$ cat src/rtl/text_plotter_pkg.sv
// Shared widths, character codes and FSM encodings for the text plotter.
package text_plotter_pkg;

  localparam int CHAR_W    = 8;
  localparam int X_W       = 9;
  localparam int Y_W       = 8;
  localparam int COLOUR_W  = 3;
  localparam int GLYPH_DIM = 8;

  localparam logic [2:0] GLYPH_LAST = 3'(GLYPH_DIM - 1);

  localparam logic [CHAR_W-1:0] CHAR_NEWLINE     = 8'h0A;
  localparam logic [CHAR_W-1:0] CHAR_FIRST_PRINT = 8'h20;
  localparam logic [CHAR_W-1:0] CHAR_LAST_PRINT  = 8'h7E;

  localparam logic [2:0] ST_IDLE    = 3'd0;
  localparam logic [2:0] ST_FETCH   = 3'd1;
  localparam logic [2:0] ST_DRAW    = 3'd2;
  localparam logic [2:0] ST_ADVANCE = 3'd3;
  localparam logic [2:0] ST_NEWLINE = 3'd4;

  function automatic logic is_printable(input logic [CHAR_W-1:0] c);
    return (c >= CHAR_FIRST_PRINT) && (c <= CHAR_LAST_PRINT);
  endfunction

endpackage

$ cat src/rtl/font_rom_8x8.sv
// Synchronous 1024x8 glyph ROM, address {code[6:0], row[2:0]}, data one cycle after address.
// Table stands in for the MIF image: drawn space/A/B/C, generated patterns (MSB set) for other codes.
module font_rom_8x8 (
  input  logic       clk_i,
  input  logic [9:0] addr_i,
  output logic [7:0] data_o
);

  logic [7:0]  data_d;
  logic [7:0]  data_q;
  logic [63:0] glyph;
  logic        use_table;

  always_comb begin
    glyph     = 64'h0;
    use_table = 1'b1;
    case (addr_i[9:3])
      7'h20:   glyph = 64'h0000000000000000;
      7'h41:   glyph = 64'h183C66667E666600;
      7'h42:   glyph = 64'h7C66667C66667C00;
      7'h43:   glyph = 64'h3C66606060663C00;
      default: use_table = 1'b0;
    endcase
    // Row 0 sits in the top byte of each packed glyph.
    if (use_table) data_d = glyph[{~addr_i[2:0], 3'b000} +: 8];
    else           data_d = {1'b1, addr_i[2:0], addr_i[6:3]};
  end

  always_ff @(posedge clk_i) begin
    data_q <= data_d;
  end

  assign data_o = data_q;

endmodule

$ cat src/rtl/text_plotter.sv
// Draws each accepted printable char as an 8x8 glyph, one pixel write per cycle; TEXT_BG_FILL_EN also plots clear bits.
// First plot 2 cycles after accept; pause held 66 cycles per glyph and 1 per newline to stall the reader.
module text_plotter
  import text_plotter_pkg::*;
#(
  parameter int                  COLS      = 40,
  parameter int                  ROWS      = 30,
  parameter logic [COLOUR_W-1:0] FG_COLOUR = 3'b000,
  parameter logic [COLOUR_W-1:0] BG_COLOUR = 3'b111
) (
  input  logic                CLOCK_50,
  input  logic                resetn,
  input  logic [CHAR_W-1:0]   char_in,
  input  logic                char_valid,
  input  logic                finished,
  output logic                pause,
  output logic [X_W-1:0]      x,
  output logic [Y_W-1:0]      y,
  output logic [COLOUR_W-1:0] colour,
  output logic                plot,
  output logic                done
);

  localparam int               COL_W    = $clog2(COLS);
  localparam int               ROW_W    = $clog2(ROWS);
  localparam logic [COL_W-1:0] COL_LAST = COL_W'(COLS - 1);
  localparam logic [ROW_W-1:0] ROW_LAST = ROW_W'(ROWS - 1);

  logic [2:0]          state_q,  state_d;
  logic [6:0]          char_q,   char_d;
  logic [COL_W-1:0]    col_q,    col_d;
  logic [ROW_W-1:0]    row_q,    row_d;
  logic [2:0]          px_q,     px_d;
  logic [2:0]          py_q,     py_d;
  logic                done_q,   done_d;
  logic                plot_q,   plot_d;
  logic [X_W-1:0]      x_q,      x_d;
  logic [Y_W-1:0]      y_q,      y_d;
  logic [COLOUR_W-1:0] colour_q, colour_d;

  logic [ROW_W-1:0] row_next;
  logic [2:0]       rom_row;
  logic [7:0]       rom_data;
  logic             font_bit;

  assign row_next = (row_q == ROW_LAST) ? '0 : row_q + 1'b1;

  // Step to the next font row on the last pixel so the ROM latency hides behind it.
  always_comb begin
    rom_row = 3'd0;
    if (state_q == ST_DRAW) rom_row = (px_q == GLYPH_LAST) ? py_q + 3'd1 : py_q;
  end

  font_rom_8x8 u_font_rom (
    .clk_i  (CLOCK_50),
    .addr_i ({char_q, rom_row}),
    .data_o (rom_data)
  );

  assign font_bit = rom_data[~px_q];

  always_comb begin
    state_d = state_q;
    char_d  = char_q;
    col_d   = col_q;
    row_d   = row_q;
    px_d    = px_q;
    py_d    = py_q;
    done_d  = done_q | (finished && (state_q == ST_IDLE));
    case (state_q)
      ST_IDLE: begin
        if (char_valid) begin
          if (char_in == CHAR_NEWLINE) begin
            state_d = ST_NEWLINE;
          end else if (is_printable(char_in)) begin
            state_d = ST_FETCH;
            char_d  = char_in[6:0];
          end
        end
      end
      ST_FETCH: begin
        px_d    = 3'd0;
        py_d    = 3'd0;
        state_d = ST_DRAW;
      end
      ST_DRAW: begin
        px_d = px_q + 3'd1;
        if (px_q == GLYPH_LAST) begin
          py_d = py_q + 3'd1;
          if (py_q == GLYPH_LAST) state_d = ST_ADVANCE;
        end
      end
      ST_ADVANCE: begin
        if (col_q == COL_LAST) begin
          col_d = '0;
          row_d = row_next;
        end else begin
          col_d = col_q + 1'b1;
        end
        state_d = ST_IDLE;
      end
      ST_NEWLINE: begin
        col_d   = '0;
        row_d   = row_next;
        state_d = ST_IDLE;
      end
      default: state_d = ST_IDLE;
    endcase
  end

  always_comb begin
    plot_d   = 1'b0;
    x_d      = x_q;
    y_d      = y_q;
    colour_d = colour_q;
    if (state_q == ST_DRAW) begin
      x_d      = X_W'({col_q, px_q});
      y_d      = Y_W'({row_q, py_q});
      colour_d = font_bit ? FG_COLOUR : BG_COLOUR;
`ifdef TEXT_BG_FILL_EN
      plot_d   = 1'b1;
`else
      plot_d   = font_bit;
`endif
    end
  end

  always_ff @(posedge CLOCK_50 or negedge resetn) begin
    if (!resetn) begin
      state_q  <= ST_IDLE;
      char_q   <= '0;
      col_q    <= '0;
      row_q    <= '0;
      px_q     <= '0;
      py_q     <= '0;
      done_q   <= 1'b0;
      plot_q   <= 1'b0;
      x_q      <= '0;
      y_q      <= '0;
      colour_q <= '0;
    end else begin
      state_q  <= state_d;
      char_q   <= char_d;
      col_q    <= col_d;
      row_q    <= row_d;
      px_q     <= px_d;
      py_q     <= py_d;
      done_q   <= done_d;
      plot_q   <= plot_d;
      x_q      <= x_d;
      y_q      <= y_d;
      colour_q <= colour_d;
    end
  end

  assign pause  = (state_q != ST_IDLE);
  assign plot   = plot_q;
  assign x      = x_q;
  assign y      = y_q;
  assign colour = colour_q;
  assign done   = done_q;

endmodule
$ cat config.mk
export PLATFORM = sky130hd
export DESIGN_NAME = text_plotter
export DESIGN_NICKNAME = d
export VERILOG_FILES = /design/src/rtl/text_plotter_pkg.sv /design/src/rtl/font_rom_8x8.sv /design/src/rtl/text_plotter.sv
export SDC_FILE = /design/constraint.sdc
export NUM_CORES = 1
export LEC_CHECK = 0
export CAP_MARGIN = 20
export CORE_AREA = 4 4 73 75
export DETAILED_ROUTE_END_ITERATION = 8
export DIE_AREA = 0 0 77 79
export DONT_BUFFER_PORTS = 1
export GPL_ROUTABILITY_DRIVEN = 0
export PLACE_DENSITY = 0.83
export SETUP_SLACK_MARGIN = 0.02
export SLEW_MARGIN = 10
export SYNTH_ARGS = -nofsm -noshare
export SYNTH_HDL_FRONTEND = slang
export SYNTH_SLANG_ARGS = --single-unit
$ cat constraint.sdc
create_clock -name CLOCK_50 -period 3.7 [get_ports CLOCK_50]
set_clock_uncertainty 0.2 [all_clocks]
set_input_delay 0.74 -clock CLOCK_50 [delete_from_list [all_inputs] [get_ports CLOCK_50]]
set_output_delay 0.74 -clock CLOCK_50 [all_outputs]
set_load 0.02 [all_outputs]
==> impl_metrics.yaml, run 1 <==
run_status:
  status: "completed"
placement:
  dpl.hpwl_mm: 3.76
  dpl.cell_count: 325
  io_buffers: 0
pwr:
  p_leak_nw: 1.28
  cellPowerDensity_nw_per_um2: 658
  peakVddDrop_mv: 0.436
cts:
  htreeDepth: 2
  ctsHoldBuffers: 1
  cts_sinks: 55
  clockBufferDepth: 2
  clock_latency_ps: 310
  cts.reportedPaths.clkPinSlew_ps: 100
  cts_root_buf: "clkbuf_8"
  cts_tree: "yes"
  cts-buffers-inserted: 5
  postCtsSetupRepairBufs: 0
  ctsResizeCount: 0
worst_setup_path:
  critical_path.max_stage_delay_ps: 550
  start_kind: "register"
  cp_slowest_cell: "xnor2_1"
  crit_type: "register to register"
  worstPathArrival_ps: 2590
  path_cells: "ha_1 > ha_1 > xnor2_1 > nor3_1 > a211oi_1 > o32ai_1 > or2_2"
  critPathRequiredTime_ps: 3700
  cp_max_fo: 6
  path_delay_family: "XOR/XNOR gates"
  crit_buf_inv: 0
  endpoint_kind: "register"
  path_common_cell: "ha_1"
detailed_routing:
  via_count: 2046
  drt-vias-per-instance: 6.13
  wl_per_cell_microns: 15.8
  drt_iter0_markers: 104
  dr.pass1.iters: 4
  wl_mm: 5.27
  detail-route-antenna-nets: 0
  drc: 0
yosys:
  synthArstFlopShare: 0.855
  synth-edff-count: 0
  yosysUniqueCellTypes: 61
  syn_area_per_cell_sq_um: 9.73
  ys_ff_latch: 55
  yosys.area.top_type: "dfrtp_1"
  synth_top_area_frac: 0.430
  syn_area_sq_um: 2730
  yosysSeqAreaShare: 0.489
  synthCells: 281
  synth_area_leaders: "dfrtp_1 43%, nand2_1 9.2%, dfxtp_1 5.9%"
  yosys.cell_count.top_type: "nand2_1"
  ys.flop_type: "dfrtp_1"
  ys.warnings.count: 0
  yosys-top-cells-count: "67 x nand2_1, 47 x dfrtp_1, 18 x a21oi_1, 14 x nor2_1, 10 x o21ai_0"
  syn-num-nets: 300
die:
  fp.dieW_microns: 77
  coreArea_sq_um: 4660
  chipHeight_microns: 79
  initial_core_util: 0.587
  io_pins: 35
  rows: 25
  die_area_sq_um: 6080
layout:
  nFillCells: 377
  nets: 298
  num_antenna_cells: 0
  stdcell_count: 334
  drive_above_1_share: 0.118
  syn2layout_area_growth_pct: 4.76
grt:
  grt_pass1_vias: 2011
  grt_max_degree: 48
  antenna_found_initial: 0
  grt.overflow.total: 0
  grt_pass1_wl_mm: 9.25
  grt_usage: 0.186
sta:
  slew_viol_final: 0
  final.setup.tns_ps: 0
  relSlewSlack: 0.408
  max_freq_ghz: 0.387
  worstMarginPinSlew_ps: 888
  hold_viol: 0
  rsz0062_at_grt: "no"
  setup_viol: 0
  period_share: 0.699
  min_period_ps: 2590
hold_path:
  min_path_type: "input pin to asynchronous set/reset pin"
flow_run:
  maxCapViolations: 0
[state kept, by name, indices dropped and copies added, names as in the netlist, 3 cells and up]
name / flops
y: 8
state_q: 3
py_q: 3
x: 9
row_q: 5
px_q: 3
u_font_rom.data_o: 8
char_q: 7
col_q: 6
[through the flow]
stage / total power [mW] / area [sq um] / worst slack, ps / hold slack, ps / utilization
2_1_floorplan: 1.44 / 2730 / 1430 / 244 / -
3_3_place_gp: 1.53 / 2740 / 1280 / 246 / 0.589
3_5_place_dp: 1.55 / 2740 / 1160 / 245 / 0.589
4_1_cts: 1.90 / 2860 / 1170 / 67.8 / 0.614
5_1_grt: 2.02 / 2860 / 1020 / 71.2 / 0.614
6_report: 1.88 / 2860 / 1110 / 58.6 / 0.614
[final timing paths]
| kind | start | end | slack (ps) | cells past startpoint |
|---|---|---|---|---|
| hold / removal | resetn | col_q[2] | 60 | 1 |
| setup / recovery | px_q[0] | u_font_rom.data_o[3] | 1110 | 7 |
| max in group asynchronous | resetn | x[1] | 3030 | 1 |
| hold reg to reg | col_q[5] | col_q[5] | 340 | 1 |
| setup reg to reg | px_q[0] | u_font_rom.data_o[3] | 1110 | 7 |
| min in group CLOCK_50 | char_in[4] | state_q[2] | 300 | 1 |
[final cells by class]
| class | instances | area, sq um | area share |
|---|---|---|---|
| Clock buffer | 5 | 68.8 | 0.0240 |
| Inverter | 7 | 26.3 | 0.00917 |
| Clock inverter | 3 | 23.8 | 0.00830 |
| Multi-Input combinational cell | 208 | 1310 | 0.456 |
| Sequential cell | 55 | 1340 | 0.467 |
| Timing Repair Buffer | 2 | 35.0 | 0.0122 |
| Tap cell | 54 | 67.6 | 0.0236 |
[cells in the final DEF (no fill, tap or decap), types with 3 or more instances in the layout]
| cell | n |
|---|---|
| a21o_1 | 3 |
| a21oi_1 | 18 |
| and2_1 | 3 |
| clkbuf_8 | 5 |
| dfrtp_1 | 47 |
| dfxtp_1 | 8 |
| ha_1 | 7 |
| inv_1 | 7 |
| mux2_2 | 9 |
| mux2i_1 | 3 |
| nand2_1 | 67 |
| nand3_1 | 7 |
| nand3b_1 | 4 |
| nor2_1 | 14 |
| nor3_1 | 5 |
| o21ai_0 | 10 |
| o22ai_1 | 3 |
| or4_1 | 3 |
[power by group]
group / switching (mW) / total (mW) / internal, mW
combinational: 0.317 / 0.562 / 0.245
clock: 0.196 / 0.332 / 0.136
sequential: 0.244 / 0.991 / 0.747
[worst reg2reg max path, stage by stage (launching register included)]
cell	delay (ps)
dfrtp_1	460
ha_1	230
ha_1	280
xnor2_1	550
nor3_1	110
a211oi_1	250
o32ai_1	130
or2_2	270
[routing by layer]
metal  vias up  part of all wire  GRT usage
met1       984              0.42      0.229
met4         0             0.014     0.0534
li1        992                 -          -
met3         9             0.055     0.0454
met5         -                 0          0
met2        61              0.51      0.327
[cell families after synthesis]
logic type               count (synthesis)  synth area share
AO/OA/AOI/OAI                           60             0.147
XOR/XNOR                                 4            0.0128
adder cells (fa/ha/maj)                  7            0.0320
multiplexers                            14            0.0645
AND/OR/NAND/NOR                        123             0.222
flip-flops                              55             0.489
buffers and inverters                   18            0.0334
Power figures use the tool's default switching activity.
==> run 2: changes to the inputs <==
Clock period 3.7 ns to 2.55 ns, I/O delays scaled along.
==> run 2 against run 1 <==
  * Register-to-register slack worse by 940 ps
  * Critical endpoint unchanged
  * Setup slack worse by 940 ps
  * First-iteration DRC count up 69%
==> impl_metrics.yaml, run 2 (synthesis gave the netlist of run 1 again) <==
sta:
  period_share: 0.933
  whs_ps: 65.3
  setup_viol: 0
  rsz0062_at_grt: "no"
  max_freq_ghz: 0.420
  slew_viol_final: 0
  worstMarginPinSlew_ps: 570
  hold_viol: 0
  final.setup.tns_ps: 0
  min_period_ps: 2380
  relSlewSlack: 0.620
  setup_ws_ps: 171
pwr:
  p_comb_frac: 0.317
  design_power_total_mw: 2.89
  sw_frac_of_total: 0.387
  clkPwrFrac: 0.194
  peakVddDrop_mv: 0.493
  p_int_mw: 1.77
  power_switching_mw: 1.12
  p_leak_nw: 1.33
  cellPowerDensity_nw_per_um2: 984
  pwr-share-seq: 0.489
cts:
  cts.reportedPaths.clkPinSlew_ps: 90
  htreeDepth: 2
  clockBufferDepth: 2
  cts_sinks: 55
  cts-buffers-inserted: 5
  cts_tree: "yes"
  cts_root_buf: "clkbuf_8"
  clock_latency_ps: 300
  postCtsSetupRepairBufs: 0
grt:
  grt_max_degree: 48
  grt_usage: 0.198
  grt.overflow.total: 0
  grt_pass1_vias: 2088
  antenna_found_initial: 0
  grt_pass1_wl_mm: 9.64
placement:
  dp_slack_ps: 154
  io_buffers: 0
  dpl.cell_count: 330
  place_area_sq_um: 2780
  dpl.hpwl_mm: 3.99
worst_setup_path:
  cp_slowest_cell: "dfrtp_1"
  crit_type: "register to register"
  worstPathArrival_ps: 2380
  critPathRequiredTime_ps: 2550
  reg2reg_from: "px_q[1]"
  crit_buf_inv: 0
  r2r-end: "u_font_rom.data_o[3]"
  cp_max_fo: 8
  endpoint_kind: "register"
  critical_path.max_stage_delay_ps: 430
  path_cells: "ha_1 > ha_2 > mux2_2 > nand2_2 > mux2i_1 > o32ai_1 > or2_2"
  path_delay_family: "multiplexers"
  start_kind: "register"
  reg2reg_slack_ps: 170
  reg2reg_depth: 7
detailed_routing:
  drc: 0
  detail-route-antenna-nets: 0
  drt_iter0_markers: 176
  drt-vias-per-instance: 6.13
  wl_per_cell_microns: 16.3
  via_count: 2085
  dr.pass1.iters: 4
  wl_mm: 5.55
layout:
  largest_reg_flops: 9
  nets: 304
  final_common_cell: "nand2_1"
  drive_above_1_share: 0.140
  num_antenna_cells: 0
  post-route-cell-area_sq_um: 2940
  stdcell_count: 340
  most-common-layout-cells: "67 x nand2_1, 47 x dfrtp_1, 18 x a21oi_1, 14 x nor2_1, 10 x o21ai_0"
  nFillCells: 360
  finish.utilization: 0.631
  syn2layout_area_growth_pct: 7.55
flow_run:
  maxCapViolations: 0
die:
  initial_core_util: 0.587
  die_area_sq_um: 6080
  chipHeight_microns: 79
  rows: 25
  coreArea_sq_um: 4660
  fp.dieW_microns: 77
  io_pins: 35
hold_path:
  min_delay_path_depth: 1
  min_path_type: "input pin to register"
  hold_end: "state_q[2]"
  worstHoldStart: "char_in[4]"
run_status:
  status: "completed"
==> run 2: layout make-up <==
type	count	area, sq um	area share
clock buffer	5	68.8	0.0234
sequential	55	1340	0.454
inverter	7	26.3	0.00894
timing repair buffer	8	82.6	0.0281
tap	54	67.6	0.0230
multi-input combinational	208	1320	0.449
clock inverter	3	38.8	0.0132
==> run 2: layer usage <==
layer | vias up | part of all wire | GRT usage
met2 | 63 | 0.51 | 0.347
met3 | 8 | 0.057 | 0.0476
met5 | - | 0 | 0
met1 | 1006 | 0.41 | 0.236
met4 | 0 | 0.017 | 0.0765
li1 | 1008 | - | -
==> run 2: worst max-delay path by stage <==
stage | from | endpoint | slack [ps] | cells after the start
4_1_cts | px_q[1] | u_font_rom.data_o[3] | 130 | 7
3_5_place_dp | px_q[1] | u_font_rom.data_o[1] | 150 | 7
5_1_grt | px_q[1] | u_font_rom.data_o[6] | 30 | 7
3_3_place_gp | px_q[1] | u_font_rom.data_o[3] | 230 | 7
6_report | px_q[1] | u_font_rom.data_o[3] | 170 | 7
2_1_floorplan | px_q[0] | u_font_rom.data_o[3] | 280 | 8
==> run 2: worst reg2reg max path: cells and delay by family, from the launching register on <==
kind                     cells  cell delay [ps]
AO/OA/AOI/OAI                1              110
adder cells (fa/ha/maj)      2              480
flip-flops                   1              430
multiplexers                 2              610
AND/OR/NAND/NOR              2              450
==> run 2: what timing repair did <==
item,CTS,global route
hold buffers,2,0
setup endpoints to repair,0,3
resized for setup,0,3
endpoints found under the hold margin,47,0
==> run 2: power groups by stage <==
| stage | clock network (mW) | registers (mW) | logic (mW) |
|---|---|---|---|
| after floorplan | 0 | 1.32 | 0.765 |
| after global placement | 0 | 1.42 | 0.852 |
| after detailed placement | 0 | 1.43 | 0.886 |
| after CTS | 0.575 | 1.41 | 0.910 |
| after global routing | 0.619 | 1.45 | 1.04 |
| final | 0.561 | 1.41 | 0.917 |
==> run 3: changes to the inputs <==
==> constraint.sdc (replaced) <==
create_clock -name CLOCK_50 -period 2.55 [get_ports CLOCK_50]
set_clock_uncertainty 0.2 [all_clocks]
set_input_delay 0.1275 -clock CLOCK_50 [delete_from_list [all_inputs] [get_ports CLOCK_50]]
set_output_delay 0.1275 -clock CLOCK_50 [all_outputs]
set_load 0.02 [all_outputs]
==> run 3 against run 2 <==
  * Cell count up 2.6%
  * Global-route usage up 0.37 points
  * Utilization up 1.9 points
  * Wire length up 2.4%
  * Via count up 2.4%
  * Critical path type unchanged
  * Sequential share of layout area down 1.4 points
  * Clock-buffer cell count unchanged
  * Highest routed layer unchanged
==> impl_metrics.yaml, run 3 (synthesis gave the netlist of run 1 again) <==
sta:
  rsz0062_at_grt: "no"
  max_freq_ghz: 0.420
  min_period_ps: 2380
  period_share: 0.933
  setup_ws_ps: 170
  relSlewSlack: 0.620
  whs_ps: 50.8
  final.setup.tns_ps: 0
  hold_viol: 0
  slew_viol_final: 0
  setup_viol: 0
  worstMarginPinSlew_ps: 570
hold_path:
  min_delay_path_depth: 3
  min_path_type: "input pin to register"
  worstHoldStart: "char_valid"
  hold_end: "char_q[1]"
detailed_routing:
  wl_per_cell_microns: 16.3
  via_count: 2136
  drc: 0
  detail-route-antenna-nets: 0
  wl_mm: 5.68
  drt_iter0_markers: 178
  dr.pass1.iters: 5
  drt-vias-per-instance: 6.12
worst_setup_path:
  crit_type: "register to register"
  cp_max_fo: 8
  endpoint_kind: "register"
  worstPathArrival_ps: 2380
  reg2reg_slack_ps: 170
  reg2reg_depth: 7
  critPathRequiredTime_ps: 2550
  r2r-end: "u_font_rom.data_o[3]"
  reg2reg_from: "px_q[1]"
  start_kind: "register"
die:
  fp.dieW_microns: 77
  initial_core_util: 0.587
  die_area_sq_um: 6080
  chipHeight_microns: 79
  coreArea_sq_um: 4660
  rows: 25
  io_pins: 35
cts:
  cts_tree: "yes"
  cts_root_buf: "clkbuf_8"
  clockBufferDepth: 2
  htreeDepth: 2
  cts.reportedPaths.clkPinSlew_ps: 100
  cts-buffers-inserted: 5
  clock_latency_ps: 310
  cts_sinks: 55
layout:
  final_common_cell: "nand2_1"
  largest_reg_flops: 9
  finish.utilization: 0.650
  drive_above_1_share: 0.136
  syn2layout_area_growth_pct: 10.8
  most-common-layout-cells: "67 x nand2_1, 47 x dfrtp_1, 18 x a21oi_1, 14 x nor2_1"
  num_antenna_cells: 0
  post-route-cell-area_sq_um: 3030
  stdcell_count: 349
  nets: 313
placement:
  dp_slack_ps: 154
  io_buffers: 0
  place_area_sq_um: 2780
  dpl.cell_count: 330
  dpl.hpwl_mm: 3.99
grt:
  grt_pass1_vias: 2131
  grt.overflow.total: 0
  grt_max_degree: 48
  grt_pass1_wl_mm: 9.84
  grt_usage: 0.201
  antenna_found_initial: 0
pwr:
  p_leak_nw: 1.37
  design_power_total_mw: 2.91
  cellPowerDensity_nw_per_um2: 961
  peakVddDrop_mv: 0.530
flow_run:
  maxCapViolations: 0
run_status:
  status: "completed"
## run 3: cell types whose count changed in the layout (fill, tap and decap cells not counted)
cell / before / now
dlygate4sd3_1: 1 / 10
## run 3: worst max path at each step
stage                                end  slack [ps]  cells past startpoint  startpoint
finish              u_font_rom.data_o[3]         170                      7     px_q[1]
CTS                 u_font_rom.data_o[3]         130                      7     px_q[1]
global route        u_font_rom.data_o[6]          30                      7     px_q[1]
detailed placement  u_font_rom.data_o[1]         150                      7     px_q[1]
global placement    u_font_rom.data_o[3]         230                      7     px_q[1]
floorplan           u_font_rom.data_o[3]         280                      8     px_q[0]
## run 3: per-layer routing
layer	vias to the layer above	share of wire	global-route usage	routed length [microns]
li1	1029	-	-	-
met1	1039	0.41	0.238	2330
met2	59	0.52	0.358	2940
met3	9	0.052	0.0465	298
met4	0	0.018	0.0765	104
met5	-	0	0	0
## run 3: layout make-up
| class | instances | area (sq um) |
|---|---|---|
| fill | 350 | 1630 |
| clock buffer | 5 | 68.8 |
| timing repair buffer | 17 | 173 |
| inverter | 7 | 26.3 |
| clock inverter | 3 | 38.8 |
| sequential | 55 | 1340 |
| tap | 54 | 67.6 |
| multi-input combinational | 208 | 1320 |
## run 3: critical path: stages, from the launching register on
cell and delay, ps:
dfrtp_1 430, ha_1 180, ha_2 290, mux2_2 400
nand2_2 170, mux2i_1 200, o32ai_1 110, or2_2 280
## run 3: repair_timing
item                       CTS  global route
setup endpoints to repair    0             3
resized for setup            0             3
setup buffers                0             0
hold buffers                11             0
hold endpoints to repair    56             0
## run 3: power by group
part / switching [mW] / internal, mW
registers: 0.332 / 1.08
logic: 0.517 / 0.411
clock network: 0.280 / 0.288
total: 1.13 / 1.78
